File: config.mk
export PLATFORM = sky130hd
export DESIGN_NAME = perf_counter_sampler
export DESIGN_NICKNAME = d
export VERILOG_FILES = /design/src/rtl/perf_counter_sampler.sv
export SDC_FILE = /design/constraint.sdc
export NUM_CORES = 1
export LEC_CHECK = 0
export ABC_AREA = 0
export CAP_MARGIN = 10
export CELL_PAD_IN_SITES_DETAIL_PLACEMENT = 0
export CELL_PAD_IN_SITES_GLOBAL_PLACEMENT = 1
export CORE_UTILIZATION = 48
export DETAILED_ROUTE_END_ITERATION = 7
export PLACE_DENSITY_LB_ADDON = 0.15
export SETUP_SLACK_MARGIN = 0.05
export SLEW_MARGIN = 20
export SYNTH_ARGS = -nofsm -noshare
export SYNTH_HDL_FRONTEND = slang
export SYNTH_SLANG_ARGS = --single-unit
File: constraint.sdc
create_clock -name clk_i -period 9.5 [get_ports clk_i]
set_input_delay 0.95 -clock clk_i [delete_from_list [all_inputs] [get_ports clk_i]]
set_output_delay 0.95 -clock clk_i [all_outputs]
set_load 0.01 [all_outputs]
File: src/rtl/perf_counter_sampler.sv
// -----------------------------------------------------------------------------
// perf_counter_sampler
// Periodically sweeps a bank of performance counters over the CSR port and
// queues tagged samples {seq, idx, data} into a small FIFO that a consumer
// drains through a valid/ready stream.
//
// Optional feature macro: PERF_SAMPLER_CLEAR_EN
//   defined     : clear-on-read, each sampled counter is written 0 the cycle
//                 after it is read (2 cycles per sampled counter)
//   not defined : read-only sweep, perf_we_o/perf_data_o tied low
// -----------------------------------------------------------------------------
module perf_counter_sampler #(
   parameter int          NumCounters = 11,
   parameter logic [11:0] BaseAddr    = 12'hB03,
   parameter int          DataWidth   = 64,
   parameter int          FifoDepth   = 8
) (
   input  logic                   clk_i,
   input  logic                   rst_i,
   input  logic                   enable_i,
   input  logic                   clear_i,
   input  logic [31:0]            period_i,
   input  logic [NumCounters-1:0] mask_i,
   output logic [11:0]            perf_addr_o,
   output logic                   perf_we_o,
   output logic [DataWidth-1:0]   perf_data_o,
   input  logic [DataWidth-1:0]   perf_data_i,
   output logic                   sample_valid_o,
   input  logic                   sample_ready_i,
   output logic [3:0]             sample_idx_o,
   output logic [15:0]            sample_seq_o,
   output logic [DataWidth-1:0]   sample_data_o,
   output logic                   overflow_o
);

   localparam int         PtrW    = (FifoDepth > 1) ? $clog2(FifoDepth) : 1;
   localparam logic [3:0] LastIdx = 4'(NumCounters - 1);

   typedef enum logic [1:0] {
      ST_IDLE,
      ST_WAIT,
      ST_SWEEP
   } state_t;

   typedef struct packed {
      logic [15:0]          seq;
      logic [3:0]           idx;
      logic [DataWidth-1:0] data;
   } sample_t;

   // Elaboration-time parameter sanity checks
   if (int'(BaseAddr) + NumCounters - 1 > 4095) begin : g_addr_range_check
      $error("perf_counter_sampler: BaseAddr+NumCounters-1 exceeds 12'hFFF");
   end
   if (NumCounters < 1 || NumCounters > 16) begin : g_count_check
      $error("perf_counter_sampler: NumCounters must be 1..16");
   end
   if (FifoDepth < 2 || (FifoDepth & (FifoDepth - 1)) != 0) begin : g_depth_check
      $error("perf_counter_sampler: FifoDepth must be a power of 2 and >= 2");
   end

   // Sequencer state
   state_t      r_state;
   logic [31:0] r_timer;
   logic [3:0]  r_idx;
   logic [15:0] r_seq;
   logic        r_overflow;
   logic [11:0] r_perf_addr;
`ifdef PERF_SAMPLER_CLEAR_EN
   logic        r_perf_we;
   logic        r_clr_phase;   // 1 = this cycle writes 0 to the counter just read
`endif

   // FIFO state; pointers carry one extra wrap bit to tell full from empty
   sample_t         r_mem [FifoDepth];
   logic [PtrW:0]   r_wr_ptr;
   logic [PtrW:0]   r_rd_ptr;

   logic [31:0] w_period_m1;
   logic [15:0] w_mask_ext;
   logic        w_empty;
   logic        w_full;
   logic        w_pop;
   logic        w_sel;
   logic        w_push;
   logic        w_step;
   logic [11:0] w_next_addr;
   sample_t     w_head;

   // A period of 0 behaves like a period of 1
   assign w_period_m1 = (period_i == 32'd0) ? 32'd0 : period_i - 32'd1;
   assign w_mask_ext  = 16'(mask_i);
   assign w_next_addr = BaseAddr + 12'(r_idx) + 12'd1;

   assign w_empty = (r_wr_ptr == r_rd_ptr);
   assign w_full  = (r_wr_ptr[PtrW] != r_rd_ptr[PtrW]) &&
                    (r_wr_ptr[PtrW-1:0] == r_rd_ptr[PtrW-1:0]);
   assign w_pop   = !w_empty && sample_ready_i;

   // A pop in the same cycle frees a slot, so a full FIFO can still accept
   assign w_sel = (r_state == ST_SWEEP) && w_mask_ext[r_idx];
`ifdef PERF_SAMPLER_CLEAR_EN
   assign w_push = w_sel && !r_clr_phase && (!w_full || w_pop);
   assign w_step = (r_state == ST_SWEEP) && (r_clr_phase || !w_mask_ext[r_idx]);
`else
   assign w_push = w_sel && (!w_full || w_pop);
   assign w_step = (r_state == ST_SWEEP) && (!w_mask_ext[r_idx] || w_push);
`endif

   // Sweep sequencer: timer, index walk, sequence number, overflow, CSR address
   always_ff @(posedge clk_i or posedge rst_i) begin
      // NOTE: state registers use non-blocking assignments so every register
      // samples the pre-edge values of the others, matching the hardware.
      if (rst_i) begin
         r_state     <= ST_IDLE;
         r_timer     <= '0;
         r_idx       <= '0;
         r_seq       <= '0;
         r_overflow  <= 1'b0;
         r_perf_addr <= '0;
`ifdef PERF_SAMPLER_CLEAR_EN
         r_perf_we   <= 1'b0;
         r_clr_phase <= 1'b0;
`endif
      end else if (clear_i) begin
         r_state     <= ST_IDLE;
         r_timer     <= '0;
         r_idx       <= '0;
         r_seq       <= '0;
         r_overflow  <= 1'b0;
         r_perf_addr <= '0;
`ifdef PERF_SAMPLER_CLEAR_EN
         r_perf_we   <= 1'b0;
         r_clr_phase <= 1'b0;
`endif
      end else begin
         case (r_state)
            ST_IDLE: begin
               if (enable_i) begin
                  r_state <= ST_WAIT;
                  r_timer <= w_period_m1;
               end
            end
            ST_WAIT: begin
               if (!enable_i) begin
                  r_state <= ST_IDLE;
               end else if (r_timer == 32'd0) begin
                  r_state     <= ST_SWEEP;
                  r_timer     <= w_period_m1;
                  r_idx       <= '0;
                  r_perf_addr <= BaseAddr;
               end else begin
                  r_timer <= r_timer - 32'd1;
               end
            end
            ST_SWEEP: begin
               // The period keeps running; a start that lands mid-sweep is
               // dropped and only flagged
               if (r_timer == 32'd0) begin
                  r_overflow <= 1'b1;
                  r_timer    <= w_period_m1;
               end else begin
                  r_timer <= r_timer - 32'd1;
               end
`ifdef PERF_SAMPLER_CLEAR_EN
               if (w_push) begin
                  r_clr_phase <= 1'b1;
                  r_perf_we   <= 1'b1;
               end
`endif
               if (w_step) begin
`ifdef PERF_SAMPLER_CLEAR_EN
                  r_clr_phase <= 1'b0;
                  r_perf_we   <= 1'b0;
`endif
                  if (r_idx == LastIdx) begin
                     r_seq       <= r_seq + 16'd1;
                     r_idx       <= '0;
                     r_perf_addr <= '0;
                     r_state     <= enable_i ? ST_WAIT : ST_IDLE;
                  end else begin
                     r_idx       <= r_idx + 4'd1;
                     r_perf_addr <= w_next_addr;
                  end
               end
            end
            default: r_state <= ST_IDLE;
         endcase
      end
   end

   // FIFO pointers; clear drops everything including a same-cycle push
   always_ff @(posedge clk_i or posedge rst_i) begin
      if (rst_i) begin
         r_wr_ptr <= '0;
         r_rd_ptr <= '0;
      end else if (clear_i) begin
         r_wr_ptr <= '0;
         r_rd_ptr <= '0;
      end else begin
         if (w_push) r_wr_ptr <= r_wr_ptr + 1'b1;
         if (w_pop)  r_rd_ptr <= r_rd_ptr + 1'b1;
      end
   end

   // FIFO storage write
   always_ff @(posedge clk_i) begin
      // NOTE: the storage array has no reset; the head outputs are gated to 0
      // while empty, so stale entries are never visible.
      if (w_push) begin
         r_mem[r_wr_ptr[PtrW-1:0]] <= '{seq: r_seq, idx: r_idx, data: perf_data_i};
      end
   end

   assign w_head = r_mem[r_rd_ptr[PtrW-1:0]];

   assign sample_valid_o = !w_empty;
   assign sample_idx_o   = w_empty ? 4'd0  : w_head.idx;
   assign sample_seq_o   = w_empty ? 16'd0 : w_head.seq;
   assign sample_data_o  = w_empty ? '0    : w_head.data;

   assign perf_addr_o = r_perf_addr;
   assign overflow_o  = r_overflow;
   assign perf_data_o = '0;   // the only value ever written is zero
`ifdef PERF_SAMPLER_CLEAR_EN
   assign perf_we_o   = r_perf_we;
`else
   assign perf_we_o   = 1'b0;
`endif

endmodule

==> results of run 1 <==
-- worst max-delay path by stage --
stage / end / slack [ps] / startpoint
2_1_floorplan: r_mem[0][0] / 1190 / mask_i[3]
3_3_place_gp: sample_data_o[48] / 4240 / r_rd_ptr[0]
3_5_place_dp: sample_data_o[48] / 4220 / r_rd_ptr[0]
4_1_cts: sample_data_o[48] / 3560 / r_rd_ptr[0]
5_1_grt: sample_data_o[48] / 3680 / r_rd_ptr[0]
6_report: sample_data_o[48] / 4040 / r_rd_ptr[0]
-- routing by layer --
metal / share of wire, % / wire, um
met4: 1.4 / 942
met2: 51 / 33350
met5: 0.034 / 22
met3: 4.5 / 2976
met1: 43 / 28210
-- sequential cells by signal, indices dropped and copies added (netlist names) --
name,cells
r_state,2
overflow_o,1
r_wr_ptr,4
perf_addr_o,6
r_timer,32
r_mem,672
r_rd_ptr,4
r_idx,4
r_seq,16
-- final cells by class --
class                           instances  area (um2)
Multi-Input combinational cell        878        8379
Tap cell                              846        1059
Clock buffer                           94        2054
Fill cell                            4775       27260
Timing Repair Buffer                  233        2261
Antenna cell                            2       5.005
Sequential cell                       741       21920
Clock inverter                         43       415.4
Inverter                               20       75.07
-- synth_stat cells, types with 22 or more instances --
cell type / count / area share (%)
sky130_fd_sc_hd__edfxtp_1: 672 / 65
sky130_fd_sc_hd__dfrtp_1: 69 / 5.6
sky130_fd_sc_hd__nor3_1: 31 / 0.50
sky130_fd_sc_hd__xnor2_1: 22 / 0.62
sky130_fd_sc_hd__nor4_1: 24 / 0.49
sky130_fd_sc_hd__buf_1: 29 / 0.35
sky130_fd_sc_hd__nand2_1: 41 / 0.50
sky130_fd_sc_hd__mux4_2: 169 / 12
sky130_fd_sc_hd__a21oi_1: 29 / 0.47
sky130_fd_sc_hd__buf_4: 72 / 1.7
sky130_fd_sc_hd__mux2i_1: 89 / 2.9
sky130_fd_sc_hd__o21ai_0: 33 / 0.53
sky130_fd_sc_hd__clkbuf_1: 53 / 0.64
sky130_fd_sc_hd__xor2_1: 26 / 0.74
sky130_fd_sc_hd__nor2_1: 148 / 1.8
-- logic make-up (layout without fill, tap and decap cells) --
family / count (synthesis) / in the layout / share of synthesized area, %
flops: 741 / 741 / 70.81
simple gates: 343 / 343 / 5.565
mux: 262 / 262 / 15.33
buf+inv: 182 / 390 / 3.175
compound gates: 146 / 146 / 3.349
xor+xnor: 48 / 48 / 1.359
fa+ha+maj: 10 / 10 / 0.4044
other cells: 1 / 71 / 0.01212
-- report_power, final --
| group | total (mW) | internal [mW] | switching, mW |
|---|---|---|---|
| clock | 2.94 | 1.73 | 1.21 |
| sequential | 3.59 | 3.57 | 0.0275 |
| combinational | 0.365 | 0.138 | 0.226 |
==> run_results.csv, run 1 <==
group,metric,value,unit
critical_path,series_of_cell_instances_along_the_critical_path,"buf_4 -> buf_6 -> mux4_2 -> mux2i_1 -> nor2_1 -> clkdlybuf4s50_1",
timing,period_share,57.48,%
yosys,yosysUniqueCellTypes,75,
global_routing,global_route.usage.met3,3.169,%
global_routing,vias_in_the_first_global_route,16705,
critical_path,path_class,"reg -> out",
place,post-dp-hpwl,36460,um
yosys,synth_cells,1733,
clock_tree,cts_post_setup_buffers_inserted,0,
timing,report.final.setup_viol,0,
global_routing,grt_most_used_layer,"met2",
worst_hold_path,min_path_type,"reg -> reg",
layout,fin_nets,2073,
global_routing,grt_pass1_wl,100900,um
clock_tree,cts_resized,0,
timing,achievable-frequency,183.1,MHz
clock_tree,clk-insertion-delay-late,610,ps
global_routing,track_usage,20.20,%
timing,final.min_clock_period,5461,ps
timing,clock_skew,15.03,ps
critical_path,critical_path_at,4510,ps
routing,postRouteAntennaNets,0,
yosys,ys_seq_elements,741,
critical_path,cp_data_required_time,8550,ps
critical_path,critical_path_buf_inv_count,3,
power_and_ir_drop,peakVddDrop,0.0001215,V
layout,final_layout_size_suffix_gt1_share,17.12,%
critical_path,worstReg2RegStart,"r_rd_ptr[1]",
routing,avgViaCountPerCell,5.658,
routing,detail_route.first_pass.iterations,5,
power_and_ir_drop,static-leakage-power,11.38,nW
critical_path,cp.depth,6,
clock_tree,cts_root_buf,"sky130_fd_sc_hd__clkbuf_16",
layout,final-instance-count-excl-fill,2857,
layout,most-common-layout-cells,"672 x sky130_fd_sc_hd__edfxtp_1, 204 x sky130_fd_sc_hd__clkdlybuf4s50_1, 169 x sky130_fd_sc_hd__mux4_2, 142 x sky130_fd_sc_hd__nor2_1, 89 x sky130_fd_sc_hd__mux2i_1",
yosys,number_of_synthesized_flops_with_an_enable_pin,672,
clock_tree,numCtsBuffers,77,
critical_path,reg_to_reg_end,"r_mem[6][80]",
die,chipHeight,255.9,um
yosys,ys.warnings.count,0,
critical_path,top_cell_family_by_delay_on_the_critical_path,"buffers and inverters",
critical_path,reg2reg_setup_slack,4680,ps
timing,setup_total_negative_slack,0,ps
critical_path,cp-end-kind,"primary output",
clock_tree,max-clock-path-buffers,3,
layout,finish.instance_area,36170,um2
routing,count_of_routing_violations_after_the_opening_detailed_route_iteration,949,
routing,drc,0,
worst_hold_path,min_delay_path_depth,1,
yosys,yosys_most_used_dff,"sky130_fd_sc_hd__edfxtp_1",
yosys,synthesis.area_per_instance,17.85,um2
timing,timing.final.max_slew_violations,0,
routing,route.vias.total,16165,
global_routing,antenna_found_initial,3,
timing,worst-slew-pin-transition,1143,ps
timing,hold_slack,503.8,ps
layout,final_common_cell,"sky130_fd_sc_hd__edfxtp_1",
global_routing,global_route_total_overflow,0,
timing,finalHoldViolCount,0,
worst_hold_path,min-delay-start,"perf_addr_o[0]",
place,dpl_cell_area,33690,um2
layout,post-route-util,57.02,%
die,rows,92,
place,dp_worst_setup_slack,4222,ps
timing,worst_slew_margin_rel,23.77,%
die,die_area,65470,um2
critical_path,worstPathMaxFanout,51,
clock_tree,cts.htree.levels,3,
timing,unrepaired_setup_endpoints_after_global_routing,"false",
global_routing,grt_max_degree,72,
status,status,"completed",
die,initial_cell_density_of_the_core,48.78,%
clock_tree,tritoncts_clock_tree,"built",
critical_path,worst_path_max_delay_cell,"sky130_fd_sc_hd__dfrtp_4",
worst_hold_path,min_to,"perf_addr_o[0]",
place,gp_congestion,0.7642,
power_and_ir_drop,p_total,6.900,mW
timing,worst_slack_setup_final,4039,ps
die,core_region_area,63430,um2
clock_tree,cts-hold-fix-buffers,0,
clock_tree,numClockSinks,741,
die,ios,275,
critical_path,largest_stage_delay_on_the_critical_path,870,ps
critical_path,worst_r2r_path_depth,8,
run,drv_cap,0,
place,port_bufs,205,
critical_path,timing.critical_path.from_type,"flop",
die,dieWidth,255.9,um
clock_tree,clock_pin_slew_of_the_registers_on_the_worst_case_setup_and_hold_paths,60,ps
routing,post_detailed_routing_wire_length,65510,um
yosys,syn-cell-area,30940,um2
yosys,synth-async-reset-ratio,9.312,%
place,placed_cells_incl_taps,2718,
layout,syn_to_final_growth,16.90,%
routing,drt-wirelength-per-cell,22.93,um
global_routing,global_route.usage.met1,27.65,%
global_routing,grtUsageMet2,33.87,%
power_and_ir_drop,power_density,190.8,nW/um2
yosys,seq_area_frac_synth,70.81,%
Power figures use the tool's default switching activity.
==> inputs of run 2 (changes only) <==
==> constraint.sdc (replaced) <==
create_clock -name clk_i -period 5.1 [get_ports clk_i]
set_input_delay 0.51 -clock clk_i [delete_from_list [all_inputs] [get_ports clk_i]]
set_output_delay 0.51 -clock clk_i [all_outputs]
set_load 0.01 [all_outputs]
==> run 2 against run 1 <==
  * Global-route usage grew 0.45 points
  * Count of clock-buffer cells in the layout grew 8
  * First-iteration DRC count grew 6.0%
  * Critical path depth shrank 1
  * Highest routed layer unchanged
  * Critical endpoint unchanged
  * Register-to-register slack lost 3300 ps
  * Sequential power grew 86%
==> run_results.csv, run 2 (same netlist as run 1, synthesis figures left out) <==
group,metric,value,unit
routing,drc,0,
place,dpl_cell_area,33870,um2
timing,worst_slack_setup_final,1159,ps
timing,report.final.setup_viol,0,
layout,most-common-layout-cells,"672 x sky130_fd_sc_hd__edfxtp_1, 204 x sky130_fd_sc_hd__clkdlybuf4s50_1, 169 x sky130_fd_sc_hd__mux4_2, 142 x sky130_fd_sc_hd__nor2_1, 89 x sky130_fd_sc_hd__mux2i_1",
routing,drt-wirelength-per-cell,23.30,um
routing,count_of_routing_violations_after_the_opening_detailed_route_iteration,1006,
layout,final_layout_size_suffix_gt1_share,16.79,%
power_and_ir_drop,static-leakage-power,11.32,nW
critical_path,timing.critical_path.from_type,"flop",
global_routing,grt_pass1_wl,102500,um
global_routing,track_usage,20.66,%
layout,syn_to_final_growth,17.07,%
clock_tree,cts_post_setup_buffers_inserted,0,
timing,achievable-frequency,253.8,MHz
clock_tree,clock_pin_slew_of_the_registers_on_the_worst_case_setup_and_hold_paths,60,ps
place,dp_worst_setup_slack,1293,ps
clock_tree,max-clock-path-buffers,3,
critical_path,cp_data_required_time,4590,ps
routing,route.vias.total,16232,
place,gp_congestion,0.8023,
clock_tree,tritoncts_clock_tree,"built",
layout,regArea,21920,um2
place,post-dp-hpwl,37220,um
critical_path,critical_path_at,3430,ps
timing,clock_skew,21.28,ps
clock_tree,cts_root_buf,"sky130_fd_sc_hd__clkbuf_16",
power_and_ir_drop,peakVddDrop,0.0002197,V
clock_tree,numClockSinks,741,
layout,multi_input_gate_area_in_the_final_layout,8392,um2
clock_tree,cts.htree.levels,3,
die,rows,92,
critical_path,path_class,"reg -> out",
status,status,"completed",
routing,postRouteAntennaNets,0,
clock_tree,numCtsBuffers,78,
critical_path,reg2reg_setup_slack,1390,ps
die,initial_cell_density_of_the_core,48.78,%
routing,post_detailed_routing_wire_length,66360,um
clock_tree,cts_resized,0,
timing,hold_slack,389.3,ps
global_routing,antenna_found_initial,2,
timing,final.min_clock_period,3941,ps
timing,timing.final.max_slew_violations,0,
clock_tree,cts-hold-fix-buffers,0,
layout,layout.filler_cells,4836,
place,port_bufs,205,
routing,detail_route.first_pass.iterations,5,
global_routing,grt_max_degree,172,
layout,finish.instance_area,36220,um2
timing,worst_slew_margin_rel,15.88,%
critical_path,cp-end-kind,"primary output",
layout,fin_nets,2075,
global_routing,vias_in_the_first_global_route,16872,
worst_hold_path,min_path_type,"in -> async",
die,die_area,65470,um2
layout,final-instance-count-excl-fill,2848,
layout,post-route-util,57.10,%
die,core_region_area,63430,um2
run,drv_cap,0,
timing,unrepaired_setup_endpoints_after_global_routing,"false",
die,chipHeight,255.9,um
timing,period_share,77.27,%
global_routing,global_route_total_overflow,0,
layout,number_of_flip_flops_in_the_largest_register,672,
place,placed_cells_incl_taps,2719,
power_and_ir_drop,power_density,349.6,nW/um2
timing,worst-slew-pin-transition,1262,ps
layout,final_common_cell,"sky130_fd_sc_hd__edfxtp_1",
die,ios,275,
critical_path,worstPathMaxFanout,48,
clock_tree,clk-insertion-delay-late,620,ps
routing,avgViaCountPerCell,5.699,
die,dieWidth,255.9,um
timing,finalHoldViolCount,0,
run 2: worst max-delay path: stages (launching register included):
cell and delay [ps]:
sky130_fd_sc_hd__dfrtp_4 520, sky130_fd_sc_hd__buf_4 770, sky130_fd_sc_hd__mux4_2 600, sky130_fd_sc_hd__mux2i_1 170, sky130_fd_sc_hd__nor2_1 130, sky130_fd_sc_hd__clkdlybuf4s50_1 550
run 2: worst paths after layout:
kind | start | endpoint | depth (start not counted)
max in group asynchronous | rst_i | r_timer[0] | 3
max reg2reg | r_idx[2] | r_mem[2][81] | 8
min | rst_i | perf_addr_o[0] | 2
min reg2reg | perf_addr_o[1] | perf_addr_o[1] | 1
max | r_rd_ptr[0] | sample_data_o[48] | 5
min in group clk_i | perf_addr_o[1] | perf_addr_o[1] | 1
run 2: per-stage QoR:
stage	setup TNS [ps]	total power, mW
3_5_place_dp	0	7.504
6_report	0	12.66
2_1_floorplan	-327320	7.261
3_3_place_gp	0	7.495
5_1_grt	0	13.08
4_1_cts	0	12.78
run 2: layout make-up:
cell class / instances / area share, %
clock inverter: 26 / 0.6944
inverter: 20 / 0.2073
multi-input combinational: 878 / 23.17
tap: 846 / 2.923
clock buffer: 102 / 5.783
timing repair buffer: 234 / 6.702
antenna: 1 / 0.006909
sequential: 741 / 60.51
run 2: per-layer routing:
metal  vias to the layer above  global-route usage [%]  part of all wire [%]  wire length (um)
met1                      8484                   29.04                    44             28960
met3                        97                   3.020                   4.2              2784
met5                         -                       0                 0.020                13
met2                       401                   33.79                    50             32980
met4                         2                   5.921                   2.4              1622
li1                       7248                       -                     -                 -
run 2: where the power goes:
group	total, mW	switching [mW]	internal [mW]
sequential	6.69	0.0499	6.65
clock	5.28	2.20	3.08
combinational	0.689	0.428	0.261
total	12.7	2.68	9.99
